[src/rtl/vc_domain_arb2_pkg.sv]
// Shared vc definitions: queue type constants, arbiter port indices and the
// two-input round-robin grant function used by vc_domain_arb2.
package vc_domain_arb2_pkg;

   localparam int VC_QUEUE_NORMAL = 0;
   localparam int VC_QUEUE_PIPE   = 1;
   localparam int VC_QUEUE_BYPASS = 2;

   localparam int VC_DOMAIN_ARB2_IN0 = 0;
   localparam int VC_DOMAIN_ARB2_IN1 = 1;

   // A lone valid wins outright; on a tie prio names the winner.
   function automatic logic [1:0] rr_grant(input logic [1:0] val, input logic prio);
      logic [1:0] g;
      if (val == 2'b11) g = prio ? 2'b10 : 2'b01;
      else              g = val;
      return g;
   endfunction

endpackage

[src/rtl/vc_rr_arb2.sv]
// Two-input round-robin arbiter: priority pointer plus combinational grant.
// The pointer moves to the loser only when en signals an actual transfer.
module vc_rr_arb2
   import vc_domain_arb2_pkg::*;
(
   input  logic       clk,
   input  logic       reset,
   input  logic [1:0] val,
   input  logic       en,
   output logic [1:0] grant
);

   logic prio_q, prio_d;

   always_comb begin
      grant  = rr_grant(val, prio_q);
      prio_d = prio_q;
      if (en && (grant != 2'b00)) prio_d = ~grant[VC_DOMAIN_ARB2_IN1];
   end

   always_ff @(posedge clk or negedge reset) begin
      if (!reset) prio_q <= 1'b0;
      else        prio_q <= prio_d;
   end

endmodule

[src/rtl/vc_domain_arb2.sv]
// Two-producer merge into a single pipe-style output register carrying a domain bit.
// Optional macro VC_DOMAIN_ARB2_SWITCH_BUBBLE_EN inserts a bubble on domain switches.
module vc_domain_arb2
   import vc_domain_arb2_pkg::*;
#(
   parameter int p_msg_nbits = 8
)(
   input  logic                   clk,
   input  logic                   reset,
   input  logic                   in0_val,
   output logic                   in0_rdy,
   input  logic                   in0_domain,
   input  logic [p_msg_nbits-1:0] in0_msg,
   input  logic                   in1_val,
   output logic                   in1_rdy,
   input  logic                   in1_domain,
   input  logic [p_msg_nbits-1:0] in1_msg,
   output logic                   out_val,
   input  logic                   out_rdy,
   output logic                   out_domain,
   output logic [p_msg_nbits-1:0] out_msg
);

   logic                   full_q, full_d;
   logic                   domain_q, domain_d;
   logic [p_msg_nbits-1:0] msg_q, msg_d;

   logic [1:0]             val;
   logic [1:0]             grant;
   logic                   load_ok;
   logic                   stall;
   logic                   xfer;
   logic                   win_domain;
   logic [p_msg_nbits-1:0] win_msg;

   assign val = {in1_val, in0_val};

   vc_rr_arb2 u_arb (
      .clk   (clk),
      .reset (reset),
      .val   (val),
      .en    (xfer),
      .grant (grant)
   );

   assign win_domain = grant[VC_DOMAIN_ARB2_IN1] ? in1_domain : in0_domain;
   assign win_msg    = grant[VC_DOMAIN_ARB2_IN1] ? in1_msg    : in0_msg;

`ifdef VC_DOMAIN_ARB2_SWITCH_BUBBLE_EN
   logic last_domain_q, last_domain_d;
   logic gap_q, gap_d;

   // A domain change may only load into a register that has been empty for a full cycle.
   assign stall = (grant != 2'b00) && (win_domain != last_domain_q) && !(!full_q && gap_q);

   always_comb begin
      gap_d         = ~full_q;
      last_domain_d = xfer ? win_domain : last_domain_q;
   end

   always_ff @(posedge clk or negedge reset) begin
      if (!reset) begin
         last_domain_q <= 1'b0;
         gap_q         <= 1'b1;
      end else begin
         last_domain_q <= last_domain_d;
         gap_q         <= gap_d;
      end
   end
`else
   assign stall = 1'b0;
`endif

   assign load_ok = ~full_q | out_rdy;
   assign xfer    = (grant != 2'b00) && load_ok && !stall;

   // Gated by reset so the ready outputs are low while reset is held, clock or not.
   assign in0_rdy = grant[VC_DOMAIN_ARB2_IN0] & load_ok & ~stall & reset;
   assign in1_rdy = grant[VC_DOMAIN_ARB2_IN1] & load_ok & ~stall & reset;

   always_comb begin
      full_d   = full_q;
      msg_d    = msg_q;
      domain_d = domain_q;
      if (xfer) begin
         full_d   = 1'b1;
         msg_d    = win_msg;
         domain_d = win_domain;
      end else if (full_q && out_rdy) begin
         full_d   = 1'b0;
      end
   end

   always_ff @(posedge clk or negedge reset) begin
      if (!reset) begin
         full_q   <= 1'b0;
         msg_q    <= '0;
         domain_q <= 1'b0;
      end else begin
         full_q   <= full_d;
         msg_q    <= msg_d;
         domain_q <= domain_d;
      end
   end

   assign out_val    = full_q;
   assign out_msg    = msg_q;
   assign out_domain = domain_q;

endmodule

[config.mk]
export PLATFORM = sky130hd
export DESIGN_NAME = vc_domain_arb2
export DESIGN_NICKNAME = d
export VERILOG_FILES = /design/src/rtl/vc_domain_arb2_pkg.sv /design/src/rtl/vc_rr_arb2.sv /design/src/rtl/vc_domain_arb2.sv
export SDC_FILE = /design/constraint.sdc
export NUM_CORES = 1
export LEC_CHECK = 0
export ABC_CLOCK_PERIOD_IN_PS = 3300
export BUFFER_PORTS_ARGS = -buffer_cell sky130_fd_sc_hd__buf_2
export CAP_MARGIN = 40
export CORE_MARGIN = 2
export CORE_UTILIZATION = 40
export CTS_CLUSTER_SIZE = 10
export DETAILED_ROUTE_END_ITERATION = 8
export GPL_ROUTABILITY_DRIVEN = 0
export GPL_TIMING_DRIVEN = 0
export PLACE_DENSITY = 0.77
export SYNTH_ARGS = -nofsm -noshare
export SYNTH_HDL_FRONTEND = slang
export SYNTH_SLANG_ARGS = --single-unit
export TNS_END_PERCENT = 5
[constraint.sdc]
create_clock -name clk -period 3.3 [get_ports clk]
set_input_delay 0.66 -clock clk [delete_from_list [all_inputs] [get_ports clk]]
set_output_delay 0.66 -clock clk [all_outputs]
set_load 0.1 [all_outputs]
==> impl_metrics.csv, run 1 <==
group,metric,value,unit
clocking,clk_pin_slew_worst_paths,80,ps
yosys,seq_area_frac_synth,46.3,%
setup_path,path_class,"in2out",
timing,tns,0,ps
min_path,hold_path.class,"in2async",
yosys,yosysWarningCount,0,
clocking,clockRootBuffer,"clkbuf_4",
global_route,grt_pass1_vias,611,
die,dieHeight,42.5,um
setup_path,timing.critical_path.mode_cell,"buf_2",
die,start_util,44.0,%
timing,max_slew_margin,67.7,%
route,wire_per_inst,13.4,um
clocking,cts_hold_buf,0,
power,power_density,637,nW/um^2
clocking,insertion_delay,270,ps
yosys,synth_nets,90,
clocking,cts_setup_buffers,0,
route,firstDrtPassIters,4,
placement,place_ws,909,ps
global_route,antenna_found_initial,0,
yosys,syn_area,594,sq um
cells_and_area,drive_gt1_share,41.0,%
route,drc_errors,0,
cells_and_area,nets,129,
cells_and_area,mostFrequentLayoutCells,"buf_2 (34), dfrtp_1 (11), nand3_1 (10), a21oi_1 (10), o21ai_0 (9)",
die,die_x,42.5,um
clocking,clock_sinks,11,
yosys,synth.distinct_cells,17,
cells_and_area,final_common_cell,"buf_2",
job,drv_cap,0,
placement,hpwl,1.14,mm
route,vias_per_cell,5.32,
setup_path,cp.required,2640,ps
setup_path,critical_path.endpoint_type,"primary output",
timing,worst_slew_pin_slew,484,ps
global_route,grt_pass1_wl,2.66,mm
cells_and_area,area_growth,37.1,%
yosys,synthCells,67,
setup_path,crit_path_max_incr_delay,450,ps
yosys,syn_avg_cell_area,8.87,sq um
setup_path,crit_chain,"buf_2 > clkbuf_1 > a211oi_2 > buf_2",
setup_path,cp-start-kind,"primary input",
die,coreArea,1350,sq um
timing,finalCritPeriodShare,72.9,%
placement,place_area,788,sq um
timing,fin_skew,9.00,ps
clocking,cts_buffers,3,
clocking,htreeDepth,1,
power,vdd_drop_max,0.302,mV
clocking,post_cts_resized,0,
yosys,ys_seq_elements,11,
timing,max_freq,415,MHz
setup_path,crit_fanout,10,
route,vias,638,
clocking,max-clock-path-buffers,2,
cells_and_area,antenna_cells,0,
setup_path,crit_buf_inv,3,
die,die-area,1810,sq um
timing,setup_viol,0,
timing,fin_crit,2410,ps
setup_path,cp_slowest_cell,"buf_2",
route,drtAntennaViolNets,0,
timing,maxSlewViolCount,0,
global_route,grt_max_degree,13,
clocking,cts_tree,"built",
cells_and_area,final_area,815,sq um
route,drt-initial-drc-count,11,
cells_and_area,final_core_util,60.3,%
timing,setup_ws,893,ps
cells_and_area,fillers,132,
timing,rsz0062_at_grt,"false",
die,num_rows,13,
power,p_total,0.519,mW
setup_path,worstPathArrival,1750,ps
global_route,overflow,0,
die,num_io_pins,35,
placement,portBuffers,34,
power,p_leak,0.372,nW
setup_path,crit_family,"buffers and inverters",
status,outcome,"completed",
timing,hold_viol,0,
global_route,globalRouteTotalUtil,19.1,%
route,finalWirelength,1.61,mm
-- path summary, 6_finish.rpt --
| kind | from | endpoint | slack [ps] | cells after the start |
|---|---|---|---|---|
| setup reg to reg | u_arb.prio_q | out_msg[7] | 1990 | 4 |
| setup / recovery | in1_val | in0_rdy | 890 | 4 |
| hold reg to reg | out_msg[4] | out_msg[4] | 550 | 2 |
| max in group asynchronous | reset | out_msg[5] | 2820 | 1 |
| min in group clk | out_msg[4] | out_msg[4] | 550 | 2 |
| hold / removal | reset | out_val | 250 | 1 |
-- state kept, by name, indices dropped and copies added (netlist names) --
| signal | flops |
|---|---|
| out_domain | 1 |
| out_msg | 8 |
| out_val | 1 |
| u_arb.prio_q | 1 |
-- report_power, final --
part	internal (mW)	leakage [nW]	switching (mW)	total [mW]
Clock	0.0467	0.0150	0.0493	0.0960
Combinational	0.0498	0.235	0.204	0.254
Sequential	0.156	0.122	0.0130	0.169
Total	0.253	0.372	0.266	0.519
-- per-layer routing --
layer,wire [um],vias up,track usage [%],part of all wire [%]
met5,0,-,0,0
met4,0,0,7.50,0
met3,54,0,1.72,3.4
met2,834,17,33.2,52
met1,720,297,24.1,45
li1,-,324,-,-
-- area by class of cell --
cell class	count	area, sq um	area share, %
tap	15	18.8	2.30
multi-input combinational	47	275	33.8
inverter	2	7.51	0.922
clock buffer	4	26.3	3.23
sequential	11	275	33.8
timing repair buffer	34	170	20.9
buffer	7	41.3	5.07
-- cells by family (layout without fill, tap and decap cells) --
group	count (synthesis)	after routing	synth area share, %
compound gates	30	30	29.9
buf+inv	9	47	8.21
flops	11	11	46.3
simple gates	17	17	15.6
-- cell usage after synthesis, drive strengths merged --
library cell | n | area share, %
dfrtp | 11 | 46
nor3 | 1 | 0.84
nor2b | 1 | 1.1
nand2 | 1 | 0.63
a211oi | 1 | 1.3
clkbuf | 4 | 2.5
nand2b | 2 | 2.1
or2 | 1 | 1.1
nand3 | 10 | 8.4
a21oi | 10 | 8.4
buf | 3 | 4.4
and2 | 1 | 1.5
o21ai | 9 | 7.6
a31oi | 10 | 13
inv | 2 | 1.3
-- per-stage QoR --
stage          instances  hold WS (ps)
6_report             120           252
5_1_grt              120           268
4_1_cts              120           263
3_5_place_dp         116           535
3_3_place_gp         116           522
2_1_floorplan         67           364
No activity file was read; power rests on OpenSTA's default activity.
==> run 2: changes to the inputs <==
Settings changed: ABC_CLOCK_PERIOD_IN_PS 3300 to 2100, CORE_UTILIZATION 40 to 37, PLACE_DENSITY 0.77 to 0.75.
Clock period 3.3 ns to 2.1 ns, I/O delays scaled along.
==> impl_metrics.csv, run 2 (same netlist as run 1, synthesis figures left out) <==
group,metric,value,unit
status,outcome,"completed",
die,start_util,39.5,%
setup_path,cp_slowest_cell,"dfrtp_1",
clocking,clock_sinks,11,
die,num_io_pins,35,
setup_path,path_class,"reg2out",
min_path,hold_path.class,"in2async",
global_route,globalRouteTotalUtil,18.5,%
power,swShare,51.5,%
cells_and_area,largest_reg_flops,8,
power,p_total,0.828,mW
cells_and_area,area_growth,43.2,%
timing,tns,0,ps
route,firstDrtPassIters,4,
global_route,grt_max_degree,13,
timing,rsz0062_at_grt,"false",
clocking,cts_tree,"built",
clocking,htreeDepth,1,
die,coreArea,1510,sq um
timing,setup_viol,0,
power,p_leak,0.382,nW
setup_path,crit_path_max_incr_delay,440,ps
setup_path,worstPathArrival,1570,ps
global_route,grt_pass1_vias,621,
power,pwr-share-seq,32.4,%
global_route,overflow,0,
global_route,grt_pass1_wl,2.59,mm
timing,max_slew_margin,63.6,%
route,vias_per_cell,5.65,
power,power_density,973,nW/um^2
route,vias,684,
route,wire_per_inst,13.1,um
cells_and_area,final_cells,121,
setup_path,crit_chain,"nor2b_1 > clkbuf_1 > nor3_4 > clkbuf_4",
cells_and_area,drive_gt1_share,44.8,%
clocking,max-clock-path-buffers,2,
route,drt-initial-drc-count,16,
timing,hold_viol,0,
timing,fin_crit,1990,ps
setup_path,cp.required,1680,ps
placement,place_area,822,sq um
clocking,cts_buffers,3,
cells_and_area,final_common_cell,"buf_2",
route,finalWirelength,1.58,mm
placement,hpwl,1.15,mm
job,drv_cap,0,
clocking,insertion_delay,280,ps
die,dieHeight,44.1,um
cells_and_area,mostFrequentLayoutCells,"buf_2 (33), nand3_1 (10), a21oi_1 (10), dfrtp_1 (10), o21ai_0 (9)",
power,p_int,0.401,mW
power,p_comb_share,49.1,%
clocking,clockRootBuffer,"clkbuf_4",
setup_path,cp-start-kind,"register",
timing,maxSlewViolCount,0,
setup_path,crit_fanout,10,
timing,finalCritPeriodShare,94.9,%
timing,whs,6.76,ps
cells_and_area,fillers,151,
cells_and_area,seq_area,279,sq um
power,pwr-share-clk,18.6,%
cells_and_area,antenna_cells,0,
global_route,antenna_found_initial,0,
setup_path,critical_path.endpoint_type,"primary output",
power,vdd_drop_max,0.567,mV
clocking,cts_setup_buffers,0,
cells_and_area,multi_input_area,304,sq um
cells_and_area,nets,129,
die,die_x,44.1,um
cells_and_area,final_core_util,56.5,%
clocking,clk_pin_slew_worst_paths,80,ps
cells_and_area,final_area,851,sq um
timing,max_freq,502,MHz
placement,dp.cells,117,
placement,portBuffers,34,
route,drtAntennaViolNets,0,
placement,place_ws,133,ps
route,drc_errors,0,
timing,setup_ws,107,ps
timing,fin_skew,2.25,ps
die,num_rows,14,
timing,worst_slew_pin_slew,547,ps
die,die-area,1940,sq um
power,p_switching,0.426,mW
-- run 2: worst paths after layout --
check,from,end,slack [ps],depth (start not counted)
min in group clk,in1_msg[2],out_msg[2],400,3
setup reg to reg,u_arb.prio_q,out_msg[7],720,4
hold reg to reg,out_msg[2],out_msg[2],540,2
hold / removal,reset,out_msg[2],7,1
max in group asynchronous,reset,out_val,1850,1
setup / recovery,u_arb.prio_q,in1_rdy,110,4
-- run 2: area by class of cell --
cell class                      instances  share of cell area, %
Sequential cell                        11                   32.8
Tap cell                               16                   2.35
Timing Repair Buffer                   34                   20.3
Inverter                                2                  0.882
Buffer                                  7                   4.85
Clock buffer                            4                   3.09
Multi-Input combinational cell         47                   35.7
-- run 2: timing repair --
item | in CTS | in global routing
hold buffers | 0 | 0
setup endpoints to repair | 0 | 1
hold endpoints to repair | 0 | 0
resized for setup | 0 | 1
-- run 2: worst max-delay path, delay by kind of cell (launching register included) --
family	cells	cell delay, ps
buffers and inverters	2	690
DFF	1	440
and+or+nand+nor	2	170
-- run 2: layer usage --
metal | GRT usage [%] | part of all wire [%] | vias up
met4 | 10.9 | 2.5 | 0
met5 | 0 | 0 | -
li1 | - | - | 323
met3 | 4.08 | 9.2 | 5
met2 | 29.1 | 47 | 35
met1 | 23.3 | 41 | 321
-- run 2: power by group through the flow --
stage	registers [mW]	clock network [mW]	logic, mW
floorplan	0.491	0	0.108
global placement	0.271	0	0.403
detailed placement	0.272	0	0.408
CTS	0.268	0.156	0.408
global route	0.271	0.166	0.428
finish	0.268	0.154	0.406
==> run 3: changes to the inputs <==
Settings changed: PLACE_DENSITY 0.75 to 0.72, TNS_END_PERCENT 5 to 10.
==> impl_metrics.csv, run 3 (same netlist as run 1, synthesis figures left out) <==
group,metric,value,unit
route,drc_errors,0,
cells_and_area,mostFrequentLayoutCells,"buf_2 (33), nand3_1 (10), a21oi_1 (10), dfrtp_1 (10), o21ai_0 (9)",
job,drv_cap,0,
status,outcome,"completed",
setup_path,r2r-start,"u_arb.prio_q",
route,finalWirelength,1.68,mm
power,pwr-share-seq,32.5,%
clocking,cts_buffers,3,
die,num_rows,14,
cells_and_area,area_growth,43.4,%
timing,finalCritPeriodShare,95.3,%
route,vias,669,
setup_path,cp-start-kind,"register",
clocking,clockRootBuffer,"clkbuf_4",
timing,fin_crit,2000,ps
setup_path,worstPathArrival,1580,ps
min_path,hold_path.class,"in2async",
power,p_comb_share,49.5,%
setup_path,crit_fanout,5,
timing,setup_viol,0,
timing,tns,0,ps
timing,max_freq,500,MHz
setup_path,reg2reg_depth,4,
setup_path,r2r_slack,750,ps
die,start_util,39.5,%
clocking,max-clock-path-buffers,2,
die,dieHeight,44.1,um
global_route,grt_pass1_wl,2.80,mm
timing,worst_slew_pin_slew,524,ps
power,p_leak,0.385,nW
power,vdd_drop_max,0.418,mV
power,p_total,0.826,mW
route,drtAntennaViolNets,0,
setup_path,cp-startpoint,"out_val",
timing,rsz0062_at_grt,"false",
power,power_density,969,nW/um^2
clocking,clock_sinks,11,
die,num_io_pins,35,
route,firstDrtPassIters,4,
clocking,insertion_delay,270,ps
timing,hold_viol,0,
global_route,grt_pass1_vias,647,
power,swShare,51.3,%
clocking,htreeDepth,1,
cells_and_area,final_common_cell,"buf_2",
cells_and_area,antenna_cells,0,
route,wire_per_inst,13.9,um
cells_and_area,nets,129,
die,die-area,1940,sq um
cells_and_area,drive_gt1_share,45.7,%
timing,maxSlewViolCount,0,
setup_path,crit-reg2reg-capture,"out_domain",
die,die_x,44.1,um
timing,fin_skew,7.17,ps
clocking,clk_pin_slew_worst_paths,80,ps
route,drt-initial-drc-count,10,
global_route,antenna_found_initial,0,
power,p_switching,0.424,mW
global_route,grt_max_degree,13,
clocking,cts_tree,"built",
clocking,cts_setup_buffers,0,
timing,max_slew_margin,65.0,%
route,vias_per_cell,5.53,
power,p_int,0.402,mW
setup_path,cp.required,1680,ps
placement,portBuffers,34,
die,coreArea,1510,sq um
global_route,globalRouteTotalUtil,19.7,%
cells_and_area,largest_reg_flops,8,
power,pwr-share-clk,18.0,%
global_route,overflow,0,
setup_path,critical_path.endpoint_type,"primary output",
placement,hpwl,1.23,mm
setup_path,path_class,"reg2out",
[run 3: per-layer routing]
| metal | wire (um) | share of wire [%] | global-route usage, % |
|---|---|---|---|
| met5 | 0 | 0 | 0 |
| met4 | 42 | 2.5 | 12.1 |
| met3 | 122 | 7.2 | 4.90 |
| met2 | 814 | 48 | 31.8 |
| met1 | 704 | 42 | 23.6 |
[run 3: critical path, stage by stage, from the launching register on]
cell and delay (ps):
dfrtp_4 490, nand2b_4 100, nand2_2 100, a211oi_4 170, buf_2 450
[run 3: power groups by stage]
stage / Combinational [mW] / Clock, mW / Sequential [mW]
final: 0.409 / 0.149 / 0.269
after global routing: 0.432 / 0.159 / 0.273
after CTS: 0.409 / 0.150 / 0.268
after detailed placement: 0.409 / 0 / 0.272
after global placement: 0.406 / 0 / 0.271
after floorplan: 0.108 / 0 / 0.491
[run 3: metrics by stage]
| step | utilization (%) | hold WS [ps] | instances | worst slack [ps] | cell area (sq um) |
|---|---|---|---|---|---|
| 6_report | 56.6 | 12.6 | 121 | 98.4 | 852 |
| 5_1_grt | 56.6 | 26.3 | 121 | 22.0 | 852 |
| 4_1_cts | 56.3 | 19.0 | 121 | 45.0 | 848 |
| 3_5_place_dp | 54.6 | 313 | 117 | 134 | 822 |
| 3_3_place_gp | 54.6 | 316 | 117 | 146 | 822 |
| 2_1_floorplan | - | 124 | 67 | 11.7 | 632 |
[run 3: layout make-up]
class | count | area, sq um
Multi-Input combinational cell | 47 | 304
Tap cell | 16 | 20.0
Sequential cell | 11 | 279
Fill cell | 139 | 654
Clock buffer | 4 | 26.3
Timing Repair Buffer | 34 | 173
Inverter | 2 | 7.51
Buffer | 7 | 42.5
[run 3: worst max-delay path by stage]
stage              end  slack (ps)
6_report       in0_rdy         100
5_1_grt        in0_rdy          20
2_1_floorplan  in0_rdy          10
3_5_place_dp   in0_rdy         130
4_1_cts        in1_rdy          50
3_3_place_gp   in0_rdy         150
[run 3: what timing repair did]
item | in CTS | in global routing
resized for setup | 0 | 3
hold buffers | 0 | 0
setup endpoints to repair | 0 | 1
